<file path="src/rtl/if_fetch_stage_if.sv">
// Instruction-memory read bus between the fetch stage (master) and memory (slave).
// Requests use a req/ack handshake, so memory latency can vary.
interface if_fetch_stage_if #(
  parameter int ADDR_W  = 8,
  parameter int INSTR_W = 32
);
  logic               imem_req;
  logic [ADDR_W-1:0]  imem_addr;
  logic               imem_ack;
  logic [INSTR_W-1:0] imem_rdata;

  modport master (
    output imem_req,
    output imem_addr,
    input  imem_ack,
    input  imem_rdata
  );

  modport slave (
    input  imem_req,
    input  imem_addr,
    output imem_ack,
    output imem_rdata
  );
endinterface

</file>
<file path="src/rtl/if_fetch_stage.sv">
// Instruction-fetch stage: issues imem reads at the PC and fills the IF/ID register.
// Define IF_FETCH_PERF_EN to add the perf_fetched / perf_wait saturating counters.
module if_fetch_stage #(
  parameter int                 ADDR_W   = 8,
  parameter int                 INSTR_W  = 32,
  parameter logic [INSTR_W-1:0] NOP_WORD = '0
) (
  input  logic               clk,
  input  logic               rst,
  input  logic [ADDR_W-1:0]  pc_in,
  output logic               pc_hold,
  input  logic               flush,
  input  logic               stall,
  if_fetch_stage_if.master   imem,
  output logic               ifid_valid,
  output logic [INSTR_W-1:0] ifid_instr,
  output logic [ADDR_W-1:0]  ifid_pc,
  output logic [ADDR_W-1:0]  ifid_pc_plus4
`ifdef IF_FETCH_PERF_EN
  ,
  output logic [15:0]        perf_fetched,
  output logic [15:0]        perf_wait
`endif
);

  typedef enum logic [1:0] {
    S_IDLE,
    S_ISSUE,
    S_REQ,
    S_HOLD
  } state_t;

  state_t             state;
  state_t             next_state;
  logic               req_q;
  logic [ADDR_W-1:0]  fetch_addr;
  logic               kill;
  logic [INSTR_W-1:0] skid;
  logic [INSTR_W-1:0] load_data;
  logic               load_ifid;
  logic               capture_skid;
  logic               set_kill;
  logic               clr_kill;

  assign imem.imem_req  = req_q;
  assign imem.imem_addr = fetch_addr;
  assign load_data      = (state == S_HOLD) ? skid : imem.imem_rdata;

  always_ff @(posedge clk) begin
    if (rst) begin
      state <= S_IDLE;
    end else begin
      state <= next_state;
    end
  end

  // Flush outranks a killed response, which outranks stall, which outranks delivery.
  always_comb begin
    next_state   = state;
    pc_hold      = 1'b1;
    load_ifid    = 1'b0;
    capture_skid = 1'b0;
    set_kill     = 1'b0;
    clr_kill     = 1'b0;
    case (state)
      S_IDLE:  next_state = S_ISSUE;
      S_ISSUE: next_state = S_REQ;
      S_REQ: begin
        if (imem.imem_ack) begin
          if (flush || kill) begin
            clr_kill   = 1'b1;
            next_state = S_ISSUE;
          end else if (stall) begin
            capture_skid = 1'b1;
            next_state   = S_HOLD;
          end else begin
            load_ifid  = 1'b1;
            next_state = S_ISSUE;
          end
        end else if (flush) begin
          set_kill = 1'b1;
        end
      end
      S_HOLD: begin
        if (flush) begin
          next_state = S_ISSUE;
        end else if (!stall) begin
          load_ifid  = 1'b1;
          next_state = S_ISSUE;
        end
      end
      default: next_state = S_IDLE;
    endcase
    if (flush || load_ifid) begin
      pc_hold = 1'b0;
    end
  end

  // The in-flight request is never aborted; a flush only marks its response for discard.
  always_ff @(posedge clk) begin
    if (rst) begin
      req_q         <= 1'b0;
      fetch_addr    <= '0;
      kill          <= 1'b0;
      skid          <= '0;
      ifid_valid    <= 1'b0;
      ifid_instr    <= NOP_WORD;
      ifid_pc       <= '0;
      ifid_pc_plus4 <= '0;
    end else begin
      req_q <= (next_state == S_REQ);
      if (state == S_ISSUE) begin
        fetch_addr <= pc_in;
      end
      if (set_kill) begin
        kill <= 1'b1;
      end else if (clr_kill) begin
        kill <= 1'b0;
      end
      if (capture_skid) begin
        skid <= imem.imem_rdata;
      end
      if (flush) begin
        ifid_valid <= 1'b0;
        ifid_instr <= NOP_WORD;
      end else if (load_ifid) begin
        ifid_valid    <= 1'b1;
        ifid_instr    <= load_data;
        ifid_pc       <= fetch_addr;
        ifid_pc_plus4 <= fetch_addr + ADDR_W'(4);
      end else if (!stall) begin
        ifid_valid <= 1'b0;
      end
    end
  end

`ifdef IF_FETCH_PERF_EN
  // Both counters stick at all-ones rather than wrapping.
  always_ff @(posedge clk) begin
    if (rst) begin
      perf_fetched <= '0;
      perf_wait    <= '0;
    end else begin
      if (load_ifid && (perf_fetched != 16'hFFFF)) begin
        perf_fetched <= perf_fetched + 16'd1;
      end
      if ((((state == S_REQ) && !imem.imem_ack) || (state == S_HOLD)) &&
          (perf_wait != 16'hFFFF)) begin
        perf_wait <= perf_wait + 16'd1;
      end
    end
  end
`endif

endmodule

</file>
<file path="src/flat_wrapper.sv">
// flat-port wrapper written by rule: the top's interface ports become plain ports
module if_fetch_stage_flat 
#(
  parameter int                 ADDR_W   = 8,
  parameter int                 INSTR_W  = 32,
  parameter logic [INSTR_W-1:0] NOP_WORD = '0
)
  (clk, rst, pc_in, pc_hold, flush, stall, ifid_valid, ifid_instr, ifid_pc, ifid_pc_plus4, imem_imem_req, imem_imem_addr, imem_imem_ack, imem_imem_rdata);
  if_fetch_stage_if #(.ADDR_W(ADDR_W), .INSTR_W(INSTR_W)) imem_i ();
  input  logic clk;
  input  logic rst;
  input  logic [ADDR_W-1:0] pc_in;
  output logic pc_hold;
  input  logic flush;
  input  logic stall;
  output logic ifid_valid;
  output logic [INSTR_W-1:0] ifid_instr;
  output logic [ADDR_W-1:0] ifid_pc;
  output logic [ADDR_W-1:0] ifid_pc_plus4;
  output wire logic [$bits(imem_i.imem_req)-1:0] imem_imem_req;
  output wire logic [$bits(imem_i.imem_addr)-1:0] imem_imem_addr;
  input wire logic [$bits(imem_i.imem_ack)-1:0] imem_imem_ack;
  input wire logic [$bits(imem_i.imem_rdata)-1:0] imem_imem_rdata;
  assign imem_imem_req = imem_i.imem_req;
  assign imem_imem_addr = imem_i.imem_addr;
  assign imem_i.imem_ack = imem_imem_ack;
  assign imem_i.imem_rdata = imem_imem_rdata;
  if_fetch_stage #(.ADDR_W(ADDR_W), .INSTR_W(INSTR_W), .NOP_WORD(NOP_WORD)) u_core (.clk(clk), .rst(rst), .pc_in(pc_in), .pc_hold(pc_hold), .flush(flush), .stall(stall), .imem(imem_i), .ifid_valid(ifid_valid), .ifid_instr(ifid_instr), .ifid_pc(ifid_pc), .ifid_pc_plus4(ifid_pc_plus4));
endmodule
</file>
<file path="config.mk">
export PLATFORM = sky130hd
export DESIGN_NAME = if_fetch_stage_flat
export DESIGN_NICKNAME = d
export VERILOG_FILES = /design/src/rtl/if_fetch_stage_if.sv /design/src/rtl/if_fetch_stage.sv /design/src/flat_wrapper.sv
export SDC_FILE = /design/constraint.sdc
export NUM_CORES = 1
export LEC_CHECK = 0
export CORE_MARGIN = 10
export CORE_UTILIZATION = 43
export DETAILED_ROUTE_END_ITERATION = 12
export PLACE_DENSITY = 0.74
export SYNTH_ARGS = -nofsm -noshare
export SYNTH_HDL_FRONTEND = slang
export SYNTH_SLANG_ARGS = --single-unit
</file>
<file path="constraint.sdc">
create_clock -name clk -period 1.9 [get_ports clk]
set_clock_uncertainty 0.2 [all_clocks]
set_input_delay 0.19 -clock clk [delete_from_list [all_inputs] [get_ports clk]]
set_output_delay 0.19 -clock clk [all_outputs]
set_load 0.005 [all_outputs]
</file>
==> impl_metrics.env, run 1 <==
export IMPL_outcome="finished clean"
export IMPL_fmax_mhz=560
export IMPL_critical_path_top_delay_family="buffers and inverters"
export IMPL_setup_repair_after_global_routing_missed_its_margin="no"
export IMPL_via_per_inst=5.24
export IMPL_hold_path_class="in -> reg"
export IMPL_cts_sink_count=91
export IMPL_detail_route_antenna_nets=0
export IMPL_grt_first_pass_wirelength_um=16200
export IMPL_seq_cells_post_synth=91
export IMPL_postSynth_asyncResetShare=0
export IMPL_most_area_hungry_cell_type_in_the_yosys_netlist="sky130_fd_sc_hd__dfxtp_1"
export IMPL_critPathKind="in -> out"
export IMPL_core_rowCount=33
export IMPL_h_tree_depth=3
export IMPL_floorplan_initialDensity=0.448
export IMPL_syn_inst=455
export IMPL_timing_critical_path_slowest_cell_delay_ns=0.46
export IMPL_final_core_area_utilization=0.607
export IMPL_placement_cell_area_mm2=0.00487
export IMPL_fin_setup_tns_ns=0
export IMPL_critical_path_top_cell_by_count="sky130_fd_sc_hd__nor2_1"
export IMPL_design_power_total_mw=3.60
export IMPL_worstMarginPinSlew_ns=0.622
export IMPL_sequential_fraction_of_the_synthesis_area=0.490
export IMPL_post_synth_main_area_contributors="sky130_fd_sc_hd__dfxtp_1 49%, sky130_fd_sc_hd__nand2_1 14%, sky130_fd_sc_hd__a21oi_1 7.1%, sky130_fd_sc_hd__a311oi_2 5.7%, sky130_fd_sc_hd__nand3_1 4.7%"
export IMPL_wl_per_cell_um=15.1
export IMPL_detailedRoute_firstIterationViolations=143
export IMPL_dominantRegCellSynth="sky130_fd_sc_hd__dfxtp_1"
export IMPL_drc=0
export IMPL_detailed_place_hpwl_um=6860
export IMPL_slowest_cell_on_crit_path="sky130_fd_sc_hd__clkdlybuf4s50_1"
export IMPL_arrival_ns=1.40
export IMPL_preCtsSetupSlack_ns=-0.180
export IMPL_grt_remaining_overflow=0
export IMPL_pwr_density_cell_mw_per_mm2=713
export IMPL_core_region_area_mm2=0.00830
export IMPL_layout_overhead_on_the_synthesized_area_pct=35.7
export IMPL_cts_inserted_buffers=9
export IMPL_timing_max_slew_rel_slack=0.585
export IMPL_finalCriticalPeriod_ns=1.79
export IMPL_port_buffers=103
export IMPL_crit_path_max_fanout=4
export IMPL_netlist_area_leader_share=0.490
export IMPL_die_width_um=113
export IMPL_setup_worst_path_start_class="input pin"
export IMPL_setup_ws_post_layout_ns=0.114
export IMPL_detailroute_via_count=3438
export IMPL_gpl_final_weighted_congestion=0.754
export IMPL_place_inst=642
export IMPL_die_area_mm2=0.0128
export IMPL_syn_area_mm2=0.00372
export IMPL_grt_max_degree=59
export IMPL_setup_viol=0
export IMPL_drv_max_cap_violation_count=0
export IMPL_synth_lib_cells_used_distinct=27
export IMPL_filler_cells_inserted=737
export IMPL_cts_tree="built"
export IMPL_p_leak_nw=1.69
export IMPL_detail_route_first_pass_iterations=4
export IMPL_post_cts_setup_buffer_count=0
export IMPL_fin_cells=656
export IMPL_design_area_mm2=0.00504
export IMPL_crit_path_end_kind="primary output"
export IMPL_hold_viol_final=0
export IMPL_fin_nets=594
export IMPL_antenna_found_initial=0
export IMPL_vdd_ir_drop_worst_mv=0.404
export IMPL_clock_insertion_delay_worst_skew_ns=0.35
export IMPL_finalWirelength_um=9920
export IMPL_synthTopCellsByCount="135 x sky130_fd_sc_hd__nand2_1, 91 x sky130_fd_sc_hd__dfxtp_1, 53 x sky130_fd_sc_hd__a21oi_1, 41 x sky130_fd_sc_hd__nor2_1, 35 x sky130_fd_sc_hd__nand3_1"
export IMPL_report_final_slew_viol_count=0
export IMPL_synth_edf_count=0
export IMPL_postSynthAreaPerCell_um2=8.17
export IMPL_yosysMostFrequentCell="sky130_fd_sc_hd__nand2_1"
export IMPL_grt_total_usage=0.151
export IMPL_ioPinCount=104
export IMPL_final_layout_size_suffix_gt1_frac=0.0998
export IMPL_critical_path_cell_chain="clkdlybuf4s50_1 -> nor2_1 -> o211a_4 -> nor2_1 -> dlygate4sd2_1"
export IMPL_mappedNetlistNets=501
export IMPL_hold_ws_ns=0.157
export IMPL_clkSlewWorstSetupHoldPaths_ns=0.08
export IMPL_cp_data_required_time_ns=1.51
export IMPL_antenna_cells=0
export IMPL_cts_root_buffer_cell="sky130_fd_sc_hd__clkbuf_8"
export IMPL_synthesis_yosys_warnings=0
export IMPL_min_period_over_period=0.940
export IMPL_critical_path_n_buffers_inverters=2
export IMPL_first_global_vias=3342
export IMPL_chipHeight_um=113
export IMPL_cts_root_to_sink_buffers=2
==> where the power goes <==
group          internal [mW]  total [mW]  leakage (nW)  switching (mW)
Sequential              1.95        1.98         0.736          0.0348
Combinational          0.218       0.456         0.865           0.238
Clock                  0.527        1.16        0.0908           0.633
==> cells in the final DEF, fill, tap and decap left out, drive strengths merged <==
cell	n
a211oi	5
a21oi	53
a311oi	32
and2b	1
and3	1
buf	22
clkbuf	11
clkdlybuf4s50	101
clkinv	3
dfxtp	91
dlygate4sd2	1
ha	1
inv	1
nand2	135
nand2b	3
nand3	35
nor2	41
nor2b	3
nor3b	1
o211a	1
o211ai	1
o21ai	3
or2	1
xnor2	2
xor2	2
==> metal layers <==
metal  up-vias  global-route usage  wire [um]
met3        12              0.0608        803
met5         -                   0          0
li1       1719                   -          -
met4         0              0.0491        136
met1      1613               0.178       4180
met2        94               0.244       4800
==> flip-flops by register name (all words and copies together), names as in the netlist <==
signal                 count
u_core.ifid_instr         32
u_core.ifid_pc             6
u_core.ifid_pc_plus4       8
u_core.ifid_valid          1
u_core.imem.imem_addr      8
u_core.imem.imem_req       1
u_core.kill                1
u_core.skid               32
u_core.state               2
==> kinds of logic (layout without fill, tap and decap cells) <==
| group | after synthesis | after routing | synth area share |
|---|---|---|---|
| and+or+nand+nor | 221 | 221 | 0.246 |
| AOI/OAI and AO/OA | 95 | 95 | 0.189 |
| DFF | 91 | 91 | 0.490 |
| buffers and inverters | 43 | 139 | 0.0620 |
| xor gates and xnor gates | 4 | 4 | 0.00943 |
| adders and majority gates | 1 | 1 | 0.00337 |
==> path summary, 6_finish.rpt <==
kind	from	to	slack, ns	depth (start not counted)
worst max-delay path	stall	pc_hold	0.11	5
worst min-delay path	rst	u_core.ifid_instr[24]$_SDFFE_PP0P_	0.16	4
worst max register to register	u_core.state[1]$_SDFF_PP0_	u_core.imem.imem_req$_SDFF_PP0_	0.18	4
worst min register to register	u_core.ifid_pc_plus4[3]$_SDFFE_PP0P_	u_core.ifid_pc_plus4[3]$_SDFFE_PP0P_	0.26	2
==> layout make-up <==
cell class              instances  area (um2)  area share
multi-input cells             321        1670       0.332
inverters                       1        3.75    0.000745
clock inverters                 3        15.0     0.00298
flip-flops and latches         91        1820       0.362
repair buffers                124        1240       0.247
clock buffers                  11         151      0.0300
well taps                     105         131      0.0261
==> timing repair <==
item                       CTS  global route
hold buffers                 0             0
gates resized for setup      2             0
hold endpoints to repair     0             0
setup endpoints to repair    1             0
==> worst register-to-register path, cell delays in order, from the launching register on <==
cell	delay, ns
sky130_fd_sc_hd__dfxtp_1	0.40
sky130_fd_sc_hd__buf_4	0.29
sky130_fd_sc_hd__nand2b_1	0.35
sky130_fd_sc_hd__o21ai_0	0.19
sky130_fd_sc_hd__nor2b_1	0.16
No activity file was read; power rests on OpenSTA's default activity.
==> inputs of run 2 (changes only) <==
PLACE_DENSITY = 0.69   (was 0.74)
==> run 2 against run 1 <==
Sequential power about the same. Global-route usage up 0.27 points. Non-clock buffer count decreased by 1. Total power up 3.6%. Fmax rose by 1.1%. Register-to-register slack lost 0.02 ns. Largest cell class unchanged. Utilization rose by 0.11 points. Routed wire length fell by 0.35%. Sequential share of layout area down 0.063 points.
==> impl_metrics.env, run 2 (synthesis results as in run 1) <==
export IMPL_post_cts_setup_buffer_count=0
export IMPL_detail_route_antenna_nets=0
export IMPL_report_final_slew_viol_count=0
export IMPL_detail_route_first_pass_iterations=4
export IMPL_hold_viol_final=0
export IMPL_detailroute_via_count=3347
export IMPL_cts_inserted_buffers=9
export IMPL_chipHeight_um=113
export IMPL_grt_total_usage=0.154
export IMPL_grt_remaining_overflow=0
export IMPL_detailedRoute_firstIterationViolations=138
export IMPL_hold_path_class="in -> reg"
export IMPL_antenna_found_initial=1
export IMPL_die_area_mm2=0.0128
export IMPL_critPathKind="reg -> out"
export IMPL_setup_worst_path_start_class="flop"
export IMPL_h_tree_depth=3
export IMPL_wl_per_cell_um=15.0
export IMPL_die_width_um=113
export IMPL_cts_tree="built"
export IMPL_antenna_cells=0
export IMPL_postCtsHoldBufs=0
export IMPL_clkSlewWorstSetupHoldPaths_ns=0.08
export IMPL_grt_first_pass_wirelength_um=16700
export IMPL_pwr_density_cell_mw_per_mm2=737
export IMPL_leading_cell_type_in_the_layout_fill_and_taps_excluded="sky130_fd_sc_hd__nand2_1"
export IMPL_core_region_area_mm2=0.00830
export IMPL_p_leak_nw=1.69
export IMPL_floorplan_initialDensity=0.448
export IMPL_timing_max_slew_rel_slack=0.586
export IMPL_finalWirelength_um=9880
export IMPL_cts_root_to_sink_buffers=2
export IMPL_layout_overhead_on_the_synthesized_area_pct=35.9
export IMPL_finalCriticalPeriod_ns=1.77
export IMPL_cts_root_buffer_cell="sky130_fd_sc_hd__clkbuf_8"
export IMPL_drc=0
export IMPL_gpl_final_weighted_congestion=0.753
export IMPL_crit_path_max_fanout=4
export IMPL_design_power_total_mw=3.72
export IMPL_worstMarginPinSlew_ns=0.621
export IMPL_setup_repair_after_global_routing_missed_its_margin="no"
export IMPL_detailed_place_hpwl_um=6900
export IMPL_outcome="finished clean"
export IMPL_port_buffers=103
export IMPL_arrival_ns=1.38
export IMPL_cts_sink_count=91
export IMPL_setup_ws_post_layout_ns=0.134
export IMPL_first_global_vias=3459
export IMPL_core_rowCount=33
export IMPL_layout_top_registers="u_core.ifid_instr: 32 flops, u_core.skid: 32 flops"
export IMPL_grt_max_degree=59
export IMPL_fin_nets=593
export IMPL_final_layout_size_suffix_gt1_frac=0.0978
export IMPL_preCtsSetupSlack_ns=-0.149
export IMPL_clock_insertion_delay_worst_skew_ns=0.34
export IMPL_setup_viol=0
export IMPL_min_period_over_period=0.929
export IMPL_drv_max_cap_violation_count=0
export IMPL_ctsResizeCount=2
export IMPL_ioPinCount=104
export IMPL_layout_common_cells="135 x sky130_fd_sc_hd__nand2_1, 101 x sky130_fd_sc_hd__clkdlybuf4s50_1, 90 x sky130_fd_sc_hd__dfxtp_1, 53 x sky130_fd_sc_hd__a21oi_1, 41 x sky130_fd_sc_hd__nor2_1"
export IMPL_vdd_ir_drop_worst_mv=0.340
export IMPL_via_per_inst=5.09
export IMPL_crit_path_end_kind="primary output"
export IMPL_cp_data_required_time_ns=1.51
export IMPL_fmax_mhz=566
-- run 2: path summary, 6_finish.rpt --
path,from,to,slack [ns],depth (start not counted)
worst max register to register,u_core.state[0]$_SDFF_PP0_,u_core.ifid_instr[12]$_SDFFE_PP0P_,0.16,5
worst min-delay path,rst,u_core.ifid_instr[15]$_SDFFE_PP0P_,0.13,4
worst min register to register,u_core.skid[28]$_SDFFE_PP0P_,u_core.skid[28]$_SDFFE_PP0P_,0.26,2
worst max-delay path,u_core.kill$_SDFFE_PP0P_,pc_hold,0.13,4
-- run 2: worst max-delay path, stage by stage (launching register included) --
cell	delay, ns
sky130_fd_sc_hd__dfxtp_2	0.39
sky130_fd_sc_hd__nor2b_4	0.05
sky130_fd_sc_hd__o211a_4	0.24
sky130_fd_sc_hd__nor2_1	0.08
sky130_fd_sc_hd__dlygate4sd2_1	0.28
-- run 2: area by class of cell --
cell class | instances | area (um2)
flip-flops and latches | 91 | 1820
multi-input cells | 321 | 1670
clock inverters | 4 | 50.0
repair buffers | 123 | 1220
well taps | 105 | 131
clock buffers | 12 | 145
inverters | 1 | 3.75
fillers | 767 | 3250
-- run 2: through the flow --
step	hold slack [ns]	cells	TNS, ns	instance area (um2)	util
after floorplan	0.0866	455	0	3720	-
after detailed placement	0.248	641	-3.82	4850	0.585
after global placement	0.242	641	-1.65	4850	0.585
after global routing	0.122	657	0	5050	0.608
after CTS	0.122	657	0	5050	0.608
final	0.133	657	0	5050	0.608
-- run 2: power by group --
part | total (mW) | internal [mW] | leakage (nW) | switching, mW
combinational | 0.452 | 0.218 | 0.860 | 0.234
sequential | 1.98 | 1.95 | 0.736 | 0.0363
clock | 1.29 | 0.643 | 0.0926 | 0.647
-- run 2: per-layer routing --
| layer | vias to the layer above | track usage | part of all wire |
|---|---|---|---|
| met5 | - | 0 | 0 |
| met4 | 0 | 0.0372 | 0.0077 |
| met3 | 8 | 0.0660 | 0.083 |
| met2 | 81 | 0.248 | 0.47 |
| met1 | 1534 | 0.184 | 0.44 |
| li1 | 1724 | - | - |
==> inputs of run 3 (changes only) <==
DONT_BUFFER_PORTS = 1   (was default)
PLACE_DENSITY = 0.54   (was 0.69)
==> run 3 against run 2 <==
Total power is 3.6% lower. Critical path depth stayed put. Largest cell class unchanged. Worst setup slack worse by 0.021 ns. Via count is 6.4% lower. Sequential power hardly changed. Clock-buffer cell count is 2 lower. First-iteration DRC count is 16% higher. Utilization is 7.5 points lower. Cell area is 12% lower.
==> impl_metrics.env, run 3 (synthesis results as in run 1) <==
export IMPL_crit_path_end_kind="primary output"
export IMPL_detail_route_antenna_nets=0
export IMPL_detailed_place_hpwl_um=6270
export IMPL_detailedRoute_firstIterationViolations=160
export IMPL_gpl_final_weighted_congestion=0.734
export IMPL_critical_path_cell_chain="nor2b_4 -> o211a_4 -> buf_12 -> nor2_2"
export IMPL_timing_critical_path_slowest_cell_delay_ns=0.42
export IMPL_hold_path_class="in -> reg"
export IMPL_die_area_mm2=0.0128
export IMPL_fin_nets=527
export IMPL_fin_setup_tns_ns=0
export IMPL_layout_top_registers="u_core.ifid_instr: 32 flops, u_core.skid: 32 flops"
export IMPL_clkSlewWorstSetupHoldPaths_ns=0.10
export IMPL_vdd_ir_drop_worst_mv=0.413
export IMPL_slowest_cell_on_crit_path="sky130_fd_sc_hd__dfxtp_1"
export IMPL_timing_max_slew_rel_slack=0.424
export IMPL_chipHeight_um=113
export IMPL_core_region_area_mm2=0.00830
export IMPL_grt_total_usage=0.151
export IMPL_arrival_ns=1.40
export IMPL_detailroute_via_count=3134
export IMPL_setup_worst_path_start_class="flop"
export IMPL_core_rowCount=33
export IMPL_layout_overhead_on_the_synthesized_area_pct=19.1
export IMPL_grt_remaining_overflow=0
export IMPL_detail_route_first_pass_iterations=4
export IMPL_port_buffers=0
export IMPL_critPathKind="reg -> out"
export IMPL_drc=0
export IMPL_drv_max_cap_violation_count=0
export IMPL_floorplan_initialDensity=0.448
export IMPL_cts_root_buffer_cell="sky130_fd_sc_hd__clkbuf_8"
export IMPL_layout_common_cells="135 x sky130_fd_sc_hd__nand2_1, 91 x sky130_fd_sc_hd__dfxtp_1, 53 x sky130_fd_sc_hd__a21oi_1, 44 x sky130_fd_sc_hd__dlygate4sd3_1, 40 x sky130_fd_sc_hd__nor2_1"
export IMPL_h_tree_depth=3
export IMPL_outcome="finished clean"
export IMPL_clock_insertion_delay_worst_skew_ns=0.35
export IMPL_grt_max_degree=59
export IMPL_finalWirelength_um=9580
export IMPL_pwr_density_cell_mw_per_mm2=812
export IMPL_finalCriticalPeriod_ns=1.79
export IMPL_filler_cells_inserted=817
export IMPL_cts_sink_count=91
export IMPL_wl_per_cell_um=16.2
export IMPL_placement_cell_area_mm2=0.00377
export IMPL_cts_tree="built"
export IMPL_final_layout_size_suffix_gt1_frac=0.0988
export IMPL_post_cts_setup_buffer_count=0
export IMPL_worstMarginPinSlew_ns=0.865
export IMPL_ioPinCount=104
export IMPL_critical_path_n_buffers_inverters=1
export IMPL_die_width_um=113
export IMPL_hold_viol_final=0
export IMPL_p_leak_nw=1.47
export IMPL_grt_first_pass_wirelength_um=16300
export IMPL_design_area_mm2=0.00442
export IMPL_fmax_mhz=560
export IMPL_cp_data_required_time_ns=1.51
export IMPL_antenna_found_initial=0
export IMPL_setup_repair_after_global_routing_missed_its_margin="no"
export IMPL_cts_inserted_buffers=9
export IMPL_setup_viol=0
export IMPL_antenna_cells=0
export IMPL_critical_path_top_delay_family="flip-flops"
export IMPL_leading_cell_type_in_the_layout_fill_and_taps_excluded="sky130_fd_sc_hd__nand2_1"
export IMPL_crit_path_max_fanout=31
export IMPL_report_final_slew_viol_count=0
export IMPL_first_global_vias=3061
export IMPL_min_period_over_period=0.940
export IMPL_via_per_inst=5.30
export IMPL_cts_root_to_sink_buffers=2
==> run 3: cell count changes in the layout (fill, tap and decap cells not counted), sizes merged <==
cell,previous run,this run
clkdlybuf4s50,101,0
dlygate4sd3,0,44
buf,21,13
clkbuf,12,10
clkinv,1,3
inv,1,3
bufinv,1,0
clkinvlp,2,1
dlygate4sd2,1,0
==> run 3: stage by stage <==
stage	util	instances	hold slack, ns	power [mW]	setup slack, ns
floorplan	-	455	0.0866	2.24	0.463
CTS	0.533	591	0.00771	3.64	0.0272
global route	0.533	591	0.0348	3.75	0.00882
finish	0.533	591	0.0239	3.59	0.113
global placement	0.454	530	0.0648	2.29	0.242
detailed placement	0.454	530	0.0672	2.29	0.201
==> run 3: final timing paths <==
path | slack, ns | cells past startpoint | to | from
hold reg to reg | 0.26 | 2 | u_core.skid[12]$_SDFFE_PP0P_ | u_core.skid[12]$_SDFFE_PP0P_
setup / recovery | 0.11 | 4 | pc_hold | u_core.kill$_SDFFE_PP0P_
hold / removal | 0.02 | 3 | u_core.skid[30]$_SDFFE_PP0P_ | imem_imem_ack
setup reg to reg | 0.17 | 4 | u_core.ifid_pc_plus4[1]$_SDFFE_PP0P_ | u_core.kill$_SDFFE_PP0P_
==> run 3: area by class of cell <==
cell class	instances	area, um2	share of cell area
clock inverters	6	47.5	0.0107
well taps	105	131	0.0297
inverters	1	3.75	0.000848
flip-flops and latches	91	1820	0.412
repair buffers	57	608	0.137
multi-input cells	321	1670	0.378
clock buffers	10	138	0.0311
==> run 3: routing by layer <==
metal,wire length (um),track usage,vias up
met3,755,0.0571,9
met2,4570,0.233,78
met4,84,0.0499,0
li1,-,-,1598
met5,0,0,-
met1,4170,0.190,1449
==> run 3: power by group <==
part	switching [mW]	internal, mW
clock	0.711	0.524
combinational	0.215	0.151
sequential	0.0446	1.95
total	0.970	2.62
==> run 3: what timing repair did <==
action                                  CTS  global route
resized for setup                         0             1
hold buffers                             45             0
hold endpoints to repair                 91             0
endpoints found under the setup margin    0             1
==> run 3: worst reg2reg max path: cells and delay by family, from the launching register on <==
family	cells	cell delay (ns)
compound gates	2	0.86
flops	1	0.42
simple gates	2	0.20
